[config.mk]
export PLATFORM = sky130hd
export DESIGN_NAME = laser_rx_drain
export DESIGN_NICKNAME = d
export VERILOG_FILES = /design/src/rtl/laser_rx_drain.sv
export SDC_FILE = /design/constraint.sdc
export NUM_CORES = 1
export LEC_CHECK = 0
export CAP_MARGIN = 20
export CORE_MARGIN = 8
export CORE_UTILIZATION = 51
export DETAILED_ROUTE_END_ITERATION = 8
export PLACE_DENSITY = 0.68
export SYNTH_ARGS = -nofsm -noshare
export SYNTH_HDL_FRONTEND = slang
export SYNTH_SLANG_ARGS = --single-unit
[constraint.sdc]
create_clock -name clock -period 3.9 [get_ports clock]
set_input_delay 0.975 -clock clock [delete_from_list [all_inputs] [get_ports clock]]
set_output_delay 0.975 -clock clock [all_outputs]
set_load 0.02 [all_outputs]
[src/rtl/laser_rx_drain.sv]
// Laser receiver byte-pair FIFO draining to an FTDI 245 async FIFO, one byte per write strobe.
// Optional build macro LASER_RX_DRAIN_MARKER_EN prefixes every entry with an 8'hA5 marker byte.
module laser_rx_drain #(
    parameter int DEPTH       = 16,
    parameter int SETUP_CYC   = 1,
    parameter int STROBE_CYC  = 3,
    parameter int RECOVER_CYC = 3
) (
    input  logic                     clock,
    input  logic                     reset_n,
    input  logic                     data_valid,
    input  logic [7:0]               data1_in,
    input  logic [7:0]               data2_in,
    input  logic                     ftdi_txe_n,
    input  logic                     clear_overflow,
    output logic [7:0]               ftdi_data,
    output logic                     ftdi_oe,
    output logic                     ftdi_wr_n,
    output logic [$clog2(DEPTH):0]   fifo_count,
    output logic                     empty,
    output logic                     overflow
);
    localparam int AW   = $clog2(DEPTH);
    localparam int MAXC = (SETUP_CYC > STROBE_CYC) ?
                          ((SETUP_CYC > RECOVER_CYC) ? SETUP_CYC : RECOVER_CYC) :
                          ((STROBE_CYC > RECOVER_CYC) ? STROBE_CYC : RECOVER_CYC);
    localparam int CW   = $clog2(MAXC) + 1;
`ifdef LASER_RX_DRAIN_MARKER_EN
    localparam int SW = 2;
    localparam int NBYTES = 3;
`else
    localparam int SW = 1;
    localparam int NBYTES = 2;
`endif
    localparam logic [SW-1:0] LAST_SEL = SW'(NBYTES - 1);
    localparam logic [AW:0]   FULL_CNT = (AW+1)'(DEPTH);

    localparam logic [2:0] S_IDLE    = 3'd0;
    localparam logic [2:0] S_SETUP   = 3'd1;
    localparam logic [2:0] S_STROBE  = 3'd2;
    localparam logic [2:0] S_HOLD    = 3'd3;
    localparam logic [2:0] S_RECOVER = 3'd4;

    logic          dv_q, txe_meta_q, txe_s_q, ovf_q;
    logic [15:0]   mem_q [DEPTH];
    logic [AW-1:0] wr_ptr_q, rd_ptr_q;
    logic [AW:0]   count_q, count_d;
    logic [2:0]    state_q, state_d;
    logic [CW-1:0] cnt_q, cnt_d;
    logic [SW-1:0] sel_q, sel_d;
    logic [7:0]    data_q, data_d, head_byte;
    logic          oe_q, oe_d, wr_n_q, wr_n_d;
    logic          push, pop, full, accept, drop, empty_w;
    logic [15:0]   head;

    assign push    = data_valid & ~dv_q;
    assign full    = (count_q == FULL_CNT);
    assign empty_w = (count_q == '0);
    assign accept  = push & (~full | pop);
    assign drop    = push & full & ~pop;
    assign head    = mem_q[rd_ptr_q];

`ifdef LASER_RX_DRAIN_MARKER_EN
    always_comb begin
        case (sel_q)
            2'd0:    head_byte = 8'hA5;
            2'd1:    head_byte = head[15:8];
            default: head_byte = head[7:0];
        endcase
    end
`else
    assign head_byte = sel_q[0] ? head[7:0] : head[15:8];
`endif

    // Drain sequencer; txe is only consulted in IDLE so a started byte always completes.
    always_comb begin
        state_d = state_q;
        cnt_d   = cnt_q;
        sel_d   = sel_q;
        data_d  = data_q;
        pop     = 1'b0;
        case (state_q)
            S_IDLE: begin
                if (!empty_w && !txe_s_q) begin
                    data_d  = head_byte;
                    state_d = S_SETUP;
                    cnt_d   = '0;
                end
            end
            S_SETUP: begin
                if (cnt_q == CW'(SETUP_CYC - 1)) begin
                    state_d = S_STROBE;
                    cnt_d   = '0;
                end else begin
                    cnt_d = cnt_q + 1'b1;
                end
            end
            S_STROBE: begin
                if (cnt_q == CW'(STROBE_CYC - 1)) begin
                    state_d = S_HOLD;
                    cnt_d   = '0;
                end else begin
                    cnt_d = cnt_q + 1'b1;
                end
            end
            S_HOLD: begin
                pop     = (sel_q == LAST_SEL);
                sel_d   = (sel_q == LAST_SEL) ? '0 : sel_q + 1'b1;
                state_d = S_RECOVER;
                cnt_d   = '0;
            end
            S_RECOVER: begin
                if (cnt_q == CW'(RECOVER_CYC - 1)) begin
                    state_d = S_IDLE;
                    cnt_d   = '0;
                end else begin
                    cnt_d = cnt_q + 1'b1;
                end
            end
            default: state_d = S_IDLE;
        endcase
        oe_d   = (state_d == S_SETUP) || (state_d == S_STROBE) || (state_d == S_HOLD);
        wr_n_d = (state_d != S_STROBE);
    end

    always_comb begin
        count_d = count_q;
        case ({accept, pop})
            2'b10:   count_d = count_q + 1'b1;
            2'b01:   count_d = count_q - 1'b1;
            default: count_d = count_q;
        endcase
    end

    always_ff @(posedge clock) begin
        if (accept) mem_q[wr_ptr_q] <= {data1_in, data2_in};
    end

    always_ff @(posedge clock or negedge reset_n) begin
        if (!reset_n) begin
            dv_q       <= 1'b0;
            txe_meta_q <= 1'b1;
            txe_s_q    <= 1'b1;
            wr_ptr_q   <= '0;
            rd_ptr_q   <= '0;
            count_q    <= '0;
            ovf_q      <= 1'b0;
            state_q    <= S_IDLE;
            cnt_q      <= '0;
            sel_q      <= '0;
            data_q     <= 8'h00;
            oe_q       <= 1'b0;
            wr_n_q     <= 1'b1;
        end else begin
            dv_q       <= data_valid;
            txe_meta_q <= ftdi_txe_n;
            txe_s_q    <= txe_meta_q;
            if (accept) wr_ptr_q <= wr_ptr_q + 1'b1;
            if (pop)    rd_ptr_q <= rd_ptr_q + 1'b1;
            count_q    <= count_d;
            // A drop on the same edge as a clear leaves the flag set.
            if (drop)                ovf_q <= 1'b1;
            else if (clear_overflow) ovf_q <= 1'b0;
            state_q    <= state_d;
            cnt_q      <= cnt_d;
            sel_q      <= sel_d;
            data_q     <= data_d;
            oe_q       <= oe_d;
            wr_n_q     <= wr_n_d;
        end
    end

    assign ftdi_data  = data_q;
    assign ftdi_oe    = oe_q;
    assign ftdi_wr_n  = wr_n_q;
    assign fifo_count = count_q;
    assign empty      = empty_w;
    assign overflow   = ovf_q;
endmodule

==> results.sh <==
export IMPL_synth_edf_count=256
export IMPL_clockBufferDepth=3
export IMPL_first_global_vias=6102
export IMPL_cp_start_kind="flop"
export IMPL_total_power_mw=9.032
export IMPL_arrival_ns=2.39
export IMPL_critPathSlowestCell="clkdlybuf4s50_1"
export IMPL_hold_viol=0
export IMPL_die_h_um=167.9
export IMPL_holdBufCountCts=0
export IMPL_min_path_cells=0
export IMPL_final_antenna_net_count=0
export IMPL_clock_fmax_ghz=0.2972
export IMPL_cts_resized=0
export IMPL_fp_coreArea_um2=22640
export IMPL_grt_start_max_net_pins=44
export IMPL_synth_nets=644
export IMPL_synth_yosys_seq_area_share_pct=72.58
export IMPL_fin_worst_skew_ns=0.02178
export IMPL_ys_async_sr_fraction_pct=11.72
export IMPL_gp_congestion=0.8628
export IMPL_h_tree_depth=1
export IMPL_die_area_um2=28190
export IMPL_cts_clk_slew_worst_paths_ns=0.06
export IMPL_top_level_ports=38
export IMPL_ir_drop_mv=0.3981
export IMPL_status="finished, final reports clean"
export IMPL_crit_type="flop to output port"
export IMPL_hpwlAfterDp_um=15000
export IMPL_viasPerCell=5.895
export IMPL_gr_total_overflow=0
export IMPL_cts_root_buf="clkbuf_16"
export IMPL_hold_end="txe_s_q$_DFF_PN1_"
export IMPL_clock_sinks=290
export IMPL_worstPathRequired_ns=2.92
export IMPL_report_final_slew_viol_count=0
export IMPL_drv_cap=0
export IMPL_cp_end_kind="output port"
export IMPL_clock_latency_ns=0.56
export IMPL_final_nets=715
export IMPL_path_cells="nor4_1, and2_2, clkdlybuf4s50_1"
export IMPL_slew_headroom_pct=29.36
export IMPL_drc=0
export IMPL_fin_crit_sh_pct=86.27
export IMPL_synth_cell_types=59
export IMPL_wl_um=23470
export IMPL_tightest_slew_ns=1.060
export IMPL_start_util_pct=51.98
export IMPL_syn_inst=610
export IMPL_drt_iter0_drc=570
export IMPL_wl_per_cell_um=23.78
export IMPL_regToRegSetupSlack_ns=0.71
export IMPL_grt_pass1_wl_um=36230
export IMPL_cts_setup_buffers=0
export IMPL_synth_ff_type="edfxtp_1"
export IMPL_fillCellCount=1599
export IMPL_r2r_start="fifo_count[0]$_DFFE_PN0P_"
export IMPL_finalSetupViolations=0
export IMPL_grt_antenna_before_repair=0
export IMPL_first_pass_iters=5
export IMPL_power_share_switching_pct=28.27
export IMPL_layout_drive_gt1_share_pct=19.80
export IMPL_syn_area_per_cell_um2=19.29
export IMPL_vias=5818
export IMPL_period_needed_ns=3.364
export IMPL_timing_hold_ws_ns=0.3599
export IMPL_p_clk_share_pct=31.5
export IMPL_netlist_area_um2=11770
export IMPL_critPathMaxFanout=5
export IMPL_holdCritStartpoint="txe_meta_q$_DFF_PN1_"
export IMPL_min_path_type="flop to flop"
export IMPL_multi_input_area_um2=2900
export IMPL_rows=55
export IMPL_area_growth_pct=14.86
export IMPL_internal_power_mw=6.479
export IMPL_cts_tree="built"
export IMPL_seq_area_um2=8547
export IMPL_numCtsBuffers=30
export IMPL_slowest_delay_ns=0.61
export IMPL_track_usage_pct=17.01
export IMPL_diodes=0
export IMPL_io_buffers=37
export IMPL_ys_warn_count=0
export IMPL_ys_ff_latch=290
export IMPL_combPwrFrac_pct=23.7
export IMPL_switchingPower_mw=2.553
export IMPL_cellLeakagePower_nw=4.596
export IMPL_power_density_nw_per_um2=668.2
export IMPL_r2r_end="fifo_count[4]$_DFFE_PN0P_"
export IMPL_seq_power_share_pct=44.8
export IMPL_setup_tns_final_ns=0
export IMPL_final_core_util_pct=59.71
export IMPL_rsz0062_at_grt="no"
export IMPL_ff2ff_path_depth=12
export IMPL_die_w_um=167.9
[placed cells by master, fill, tap and decap left out, drive strengths merged, types with 16 or more instances in the layout]
cell type	synthesis	layout
buf	15	34
clkbuf	15	38
clkdlybuf4s50	0	36
dfrtp	31	31
edfxtp	256	256
inv	19	20
mux4	60	60
nand2	28	28
nor2	16	16
o21ai	16	16
[cells in the mapped netlist (all sizes together), types with 3 or more instances]
| cell | n | share of area [%] |
|---|---|---|
| mux2 | 4 | 0.38 |
| edfxtp | 256 | 65 |
| clkbuf | 15 | 0.99 |
| dfrtp | 31 | 6.6 |
| nor3 | 5 | 0.21 |
| buf | 15 | 1.4 |
| nand2 | 28 | 0.89 |
| a21oi | 9 | 0.38 |
| nor2 | 16 | 0.51 |
| or3 | 5 | 0.27 |
| nor3b | 4 | 0.30 |
| a21o | 5 | 0.32 |
| a41o | 3 | 0.26 |
| nor2b | 6 | 0.32 |
| a221oi | 3 | 0.22 |
| a22oi | 5 | 0.32 |
| nand3b | 9 | 0.57 |
| xor2 | 3 | 0.22 |
| o21ai | 16 | 0.68 |
| xnor2 | 8 | 0.60 |
| nand3 | 5 | 0.21 |
| dfstp | 3 | 0.67 |
| mux2i | 13 | 1.1 |
| o22ai | 8 | 0.43 |
| ha | 12 | 1.3 |
| inv | 19 | 0.61 |
| and2 | 10 | 0.54 |
| mux4 | 60 | 12 |
| nor4 | 5 | 0.27 |
[power groups by stage]
stage | clock network (mW) | registers (mW) | logic [mW]
3_5_place_dp | 0 | 4.11 | 2.17
5_1_grt | 3.03 | 4.09 | 2.33
2_1_floorplan | 0 | 3.92 | 1.74
3_3_place_gp | 0 | 4.09 | 2.13
4_1_cts | 2.91 | 4.05 | 2.18
6_report | 2.85 | 4.04 | 2.14
[cell families (layout without fill, tap and decap cells)]
group                    count (synthesis)  count (layout)  synth area share [%]
AO/OA/AOI/OAI                           62              62                 3.487
XOR/XNOR                                11              11                0.8187
adder cells (fa/ha/maj)                 13              13                 1.446
buffers and inverters                   50             142                 3.072
flip-flops                             290             290                 72.58
multiplexers                            77              77                 13.64
AND/OR/NAND/NOR                        107             107                 4.954
[metrics by stage]
step / area (um^2) / setup WS [ns] / instances
floorplan: 11770 / 0.3399 / 610
global placement: 12510 / 0.5609 / 934
detailed placement: 12510 / 0.4604 / 934
CTS: 13520 / 0.4861 / 987
global route: 13520 / 0.3581 / 987
finish: 13520 / 0.5356 / 987
[how the worst max path moves through the flow]
stage,from,endpoint,slack (ns),cells past startpoint
3_5_place_dp,data_valid,fifo_count[4]$_DFFE_PN0P_,0.46,11
3_3_place_gp,data_valid,fifo_count[4]$_DFFE_PN0P_,0.56,11
2_1_floorplan,data_valid,mem_q[0][0]$_DFFE_PP_,0.34,4
4_1_cts,fifo_count[0]$_DFFE_PN0P_,empty,0.49,3
6_report,fifo_count[0]$_DFFE_PN0P_,empty,0.54,3
5_1_grt,fifo_count[0]$_DFFE_PN0P_,empty,0.36,3
[final cells by class]
class	count	area share (%)
clock buffer	38	5.924
clock inverter	15	1.509
inverter	19	0.5276
multi-input combinational	270	21.45
sequential	290	63.23
tap	285	2.638
timing repair buffer	70	4.720
[registers in the layout, indices dropped and copies added (netlist names), 3 cells and up]
signal      count
fifo_count      5
mem_q         256
wr_ptr_q        4
rd_ptr_q        4
state_q         3
cnt_q           3
ftdi_data       8
[critical path: cells and delay by family (launching register included)]
family | cells | cell delay [ns]
buf+inv | 1 | 0.61
flops | 1 | 0.43
simple gates | 2 | 0.80
[per-layer routing]
| metal | wire length, um | GRT usage [%] | up-vias |
|---|---|---|---|
| li1 | - | - | 2611 |
| met1 | 9577 | 23.02 | 2962 |
| met2 | 11270 | 27.30 | 201 |
| met3 | 1953 | 3.718 | 44 |
| met4 | 673 | 5.241 | 0 |
| met5 | 0 | 0 | - |
(Power assumes the default switching activity.)
==> RTL edit 1: new RTL, same settings <==
`STROBE_CYC`: 3 -> 6.
--- a/src/rtl/laser_rx_drain.sv
+++ b/src/rtl/laser_rx_drain.sv
@@ -3,7 +3,7 @@
 module laser_rx_drain #(
     parameter int DEPTH       = 16,
     parameter int SETUP_CYC   = 1,
-    parameter int STROBE_CYC  = 3,
+    parameter int STROBE_CYC  = 6,
     parameter int RECOVER_CYC = 3
 ) (
     input  logic                     clock,
Check against the original RTL: not equivalent (a bounded check fails within 10 cycles, from zero or initial values and one cycle with reset_n low).
==> RTL edit 1 against the original RTL <==
Area after synthesis shrank 1.2%; cell count shrank 0.10%; total power shrank 1.5%; design area shrank 0.92%; wire length is essentially flat; count of clock-buffer cells in the layout grew 5; setup slack gained 0.10 ns; global-route usage grew 0.35 points; register-to-register slack gained 0.33 ns; maximum frequency grew 3.1%; sequential cell count grew 1; clock skew shrank 0.0051 ns; critical path type unchanged.
==> RTL edit 1: results (changes against the original RTL) <==
Total GRT Usage: 17.36% (+0.35 points)
CP Data Arrival Time: 2.29 ns (-0.10 ns)
Met3 Wirelength: 1.642 mm (-16%)
Buffering overhead: 4.876% (+0.16 points)
Multi-input combinational area share: 21.42% (-0.035 points)
Status: completed
Detailed Route WL: 23.49 mm (about the same)
Pin count of the biggest net entering global routing: 55 (+25%)
R2R Setup Slk: 1.04 ns (+0.33 ns)
Post-layout net count: 714 (-0.14%)
Asr flop ratio synth: 12.03% (+0.30 points)
Layout cell share with drive strength beyond 1: 22.97% (+3.2 points)
Fill count: 1627 (+1.8%)
Clock buffers: 43 (+13%)
Leak pwr: 4.489 nW (-2.3%)
Synth area leaders: edfxtp_1 66%, mux4_2 11%, dfrtp_1 6.9%
Worst Skew: 0.01666 ns (-0.005123 ns)
Final GP Congestion: 0.9166 (+6.2%)
Initial DRC Count: 575 (+0.88%)
Max VDD drop: 0.3399 mV (-15%)
Worst-path fanout max: 6 (+1)
Plain + repair buffers: 72 (+2.9%)
Multi-input comb cells: 267 (-1.1%)
CTS buffer count: 28 (-6.7%)
Syn Nets: 643 (-0.16%)
Met2 wire length: 11.37 mm (+0.87%)
Routed vias/inst: 5.884 (-0.17%)
Fraction of area in registers: 64.00% (+0.77 points)
## RTL edit 1: worst paths after layout
path                                      startpoint                   endpoint  depth (start not counted)
setup / recovery           fifo_count[1]$_DFFE_PN0P_                      empty                          3
hold / removal                  txe_meta_q$_DFF_PN1_          txe_s_q$_DFF_PN1_                          0
setup reg to reg                state_q[1]$_DFF_PN0_  fifo_count[4]$_DFFE_PN0P_                         11
hold reg to reg                 txe_meta_q$_DFF_PN1_          txe_s_q$_DFF_PN1_                          0
max in group asynchronous                    reset_n    rd_ptr_q[0]$_DFFE_PN0P_                          1
min in group asynchronous                    reset_n   ftdi_data[1]$_DFFE_PN0P_                          1
## RTL edit 1: through the flow
stage	hold slack, ns	cells	cell area, um^2	setup WS (ns)
2_1_floorplan	0.3452	608	11620	0.7206
3_3_place_gp	0.3508	934	12520	0.6774
3_5_place_dp	0.3494	934	12520	0.6324
4_1_cts	0.3585	986	13390	0.6103
5_1_grt	0.3695	986	13390	0.5289
6_report	0.3494	986	13390	0.6373
## RTL edit 1: logic make-up (layout without fill, tap and decap cells)
kind of cell	after synthesis	in the layout	synth area share, %
multiplexers	92	92	14.41
buffers and inverters	50	143	2.056
adder cells (fa/ha/maj)	14	14	1.571
XOR/XNOR	12	12	0.9041
AND/OR/NAND/NOR	95	95	4.036
flip-flops	291	291	73.70
AO/OA/AOI/OAI	54	54	3.326
## RTL edit 1: metal layers
metal / track usage, % / up-vias
li1: - / 2572
met1: 24.40 / 2972
met2: 27.70 / 217
met3: 2.671 / 41
met4: 5.288 / 0
met5: 0 / -
## RTL edit 1: power by group
part	internal [mW]	switching [mW]	leakage [nW]
logic	1.16	1.19	1.33
registers	3.67	0.304	2.74
clock network	1.49	1.08	0.425
==> RTL edit 2: new RTL, same flow settings <==
Made on the original files. Register the output `fifo_count` once more, with the module's reset; this adds one clock of latency there. The other outputs are not delayed to match.
--- a/src/rtl/laser_rx_drain.sv
+++ b/src/rtl/laser_rx_drain.sv
@@ -173,7 +173,13 @@
     assign ftdi_data  = data_q;
     assign ftdi_oe    = oe_q;
     assign ftdi_wr_n  = wr_n_q;
-    assign fifo_count = count_q;
+    always_ff @(posedge clock or negedge reset_n) begin
+        if (!reset_n) begin
+            fifo_count <= '0;
+        end else begin
+            fifo_count <= count_q;
+        end
+    end
     assign empty      = empty_w;
     assign overflow   = ovf_q;
 endmodule
Function: changed (a bounded check fails within 4 cycles, from zero or initial values and one cycle with reset_n low).
==> RTL edit 2 against the original RTL <==
Area after synthesis down 0.66%; hold slack worse by 0.0025 ns; sequential cell count up 5; design area down 0.43%; setup slack worse by 0.038 ns; total power down 1.4%; wire length up 3.0%; highest routed layer unchanged.
==> RTL edit 2: results (changes against the original RTL) <==
Synth cell count leaders: 256 x edfxtp_1, 42 x mux4_2, 36 x dfrtp_1, 32 x mux2i_1, 29 x nand2_1
CP Data Arrival Time: 2.43 ns (+0.04 ns)
Layout cell share with drive strength beyond 1: 20.41% (+0.61 points)
CP peak stage delay: 0.67 ns (+0.06 ns)
Synth unique cells: 48 (-19%)
Critical R2R Capture: count_q[4]$_DFFE_PN0P_
Int Pwr: 6.340 mW (-2.1%)
Post-synthesis xor/xnor area fraction: 0.8990% (+0.080 points)
Placement-stage worst setup slack: 0.4730 ns (+0.01254 ns)
Fill count: 1610 (+0.69%)
Post-synthesis adder-cell area fraction: 1.455% (+0.0096 points)
Post-synthesis compound-gate area fraction: 3.200% (-0.29 points)
Initial DRC Count: 602 (+5.6%)
Pin count of the biggest net entering global routing: 40 (-9.1%)
Syn Nets: 622 (-3.4%)
R2r worst-path depth: 14 (+2)
Synth area leaders: edfxtp_1 66%, mux4_2 8.1%, dfrtp_1 7.7%
R2R Setup Slk: 0.88 ns (+0.17 ns)
Number of global-route vias before repair: 6139 (+0.61%)
Detailed placement HPWL: 14.85 mm (-1.0%)
Status: completed
Post-layout net count: 697 (-2.5%)
Seq/Total Area, Yosys: 74.13% (+1.6 points)
Total GRT Usage: 17.40% (+0.40 points)
Slew HR: 39.72% (+10 points)
Worst r2r src: sel_q$_DFFE_PN0N_
Max VDD drop: 0.4090 mV (+2.7%)
## RTL edit 2: cell count changes after synthesis, moves of 6 or more
cell / change
o21ai_0: +6
a221o_1: +7
nor2_1: +8
and2_1: -8
nand3b_1: -8
o22ai_1: -8
clkbuf_8: -6
mux2i_1: +19
## RTL edit 2: power by group through the flow
stage          logic, mW  clock network [mW]  registers, mW
4_1_cts             2.21                2.71           4.06
3_3_place_gp        2.14                   0           4.11
5_1_grt             2.36                2.83           4.09
2_1_floorplan       1.58                   0           4.01
6_report            2.18                2.66           4.06
3_5_place_dp        2.21                   0           4.12
## RTL edit 2: routing by layer
metal  global-route usage, %  up-vias  part of all wire, %
met3                   3.527       44                  6.6
met4                   5.474        0                  2.7
met1                   23.59     3073                   42
li1                        -     2525                    -
met5                       0        -                    0
met2                   28.08      222                   48
## RTL edit 2: area by class of cell
class | instances | area (um^2) | area share [%]
clock buffer | 38 | 769.5 | 5.717
clock inverter | 16 | 143.9 | 1.069
inverter | 18 | 67.56 | 0.5020
multi-input combinational | 251 | 2815 | 20.91
sequential | 295 | 8672 | 64.43
tap | 285 | 356.6 | 2.649
timing repair buffer | 68 | 635.6 | 4.722
## RTL edit 2: worst max-delay path, delay by kind of cell (launching register included)
| kind | cells | cell delay, ns |
|---|---|---|
| simple gates | 2 | 0.75 |
| flops | 1 | 0.45 |
| buf+inv | 1 | 0.67 |
## RTL edit 2: stage by stage
step,util (%),hold slack (ns),cells,power [mW],instance area (um^2)
finish,59.63,0.3574,971,8.904,13460
global route,59.63,0.3671,971,9.288,13460
CTS,59.63,0.3603,971,8.982,13460
global placement,55.59,0.3524,917,6.248,12550
floorplan,-,0.3452,588,5.590,11690
detailed placement,55.59,0.3475,917,6.324,12550
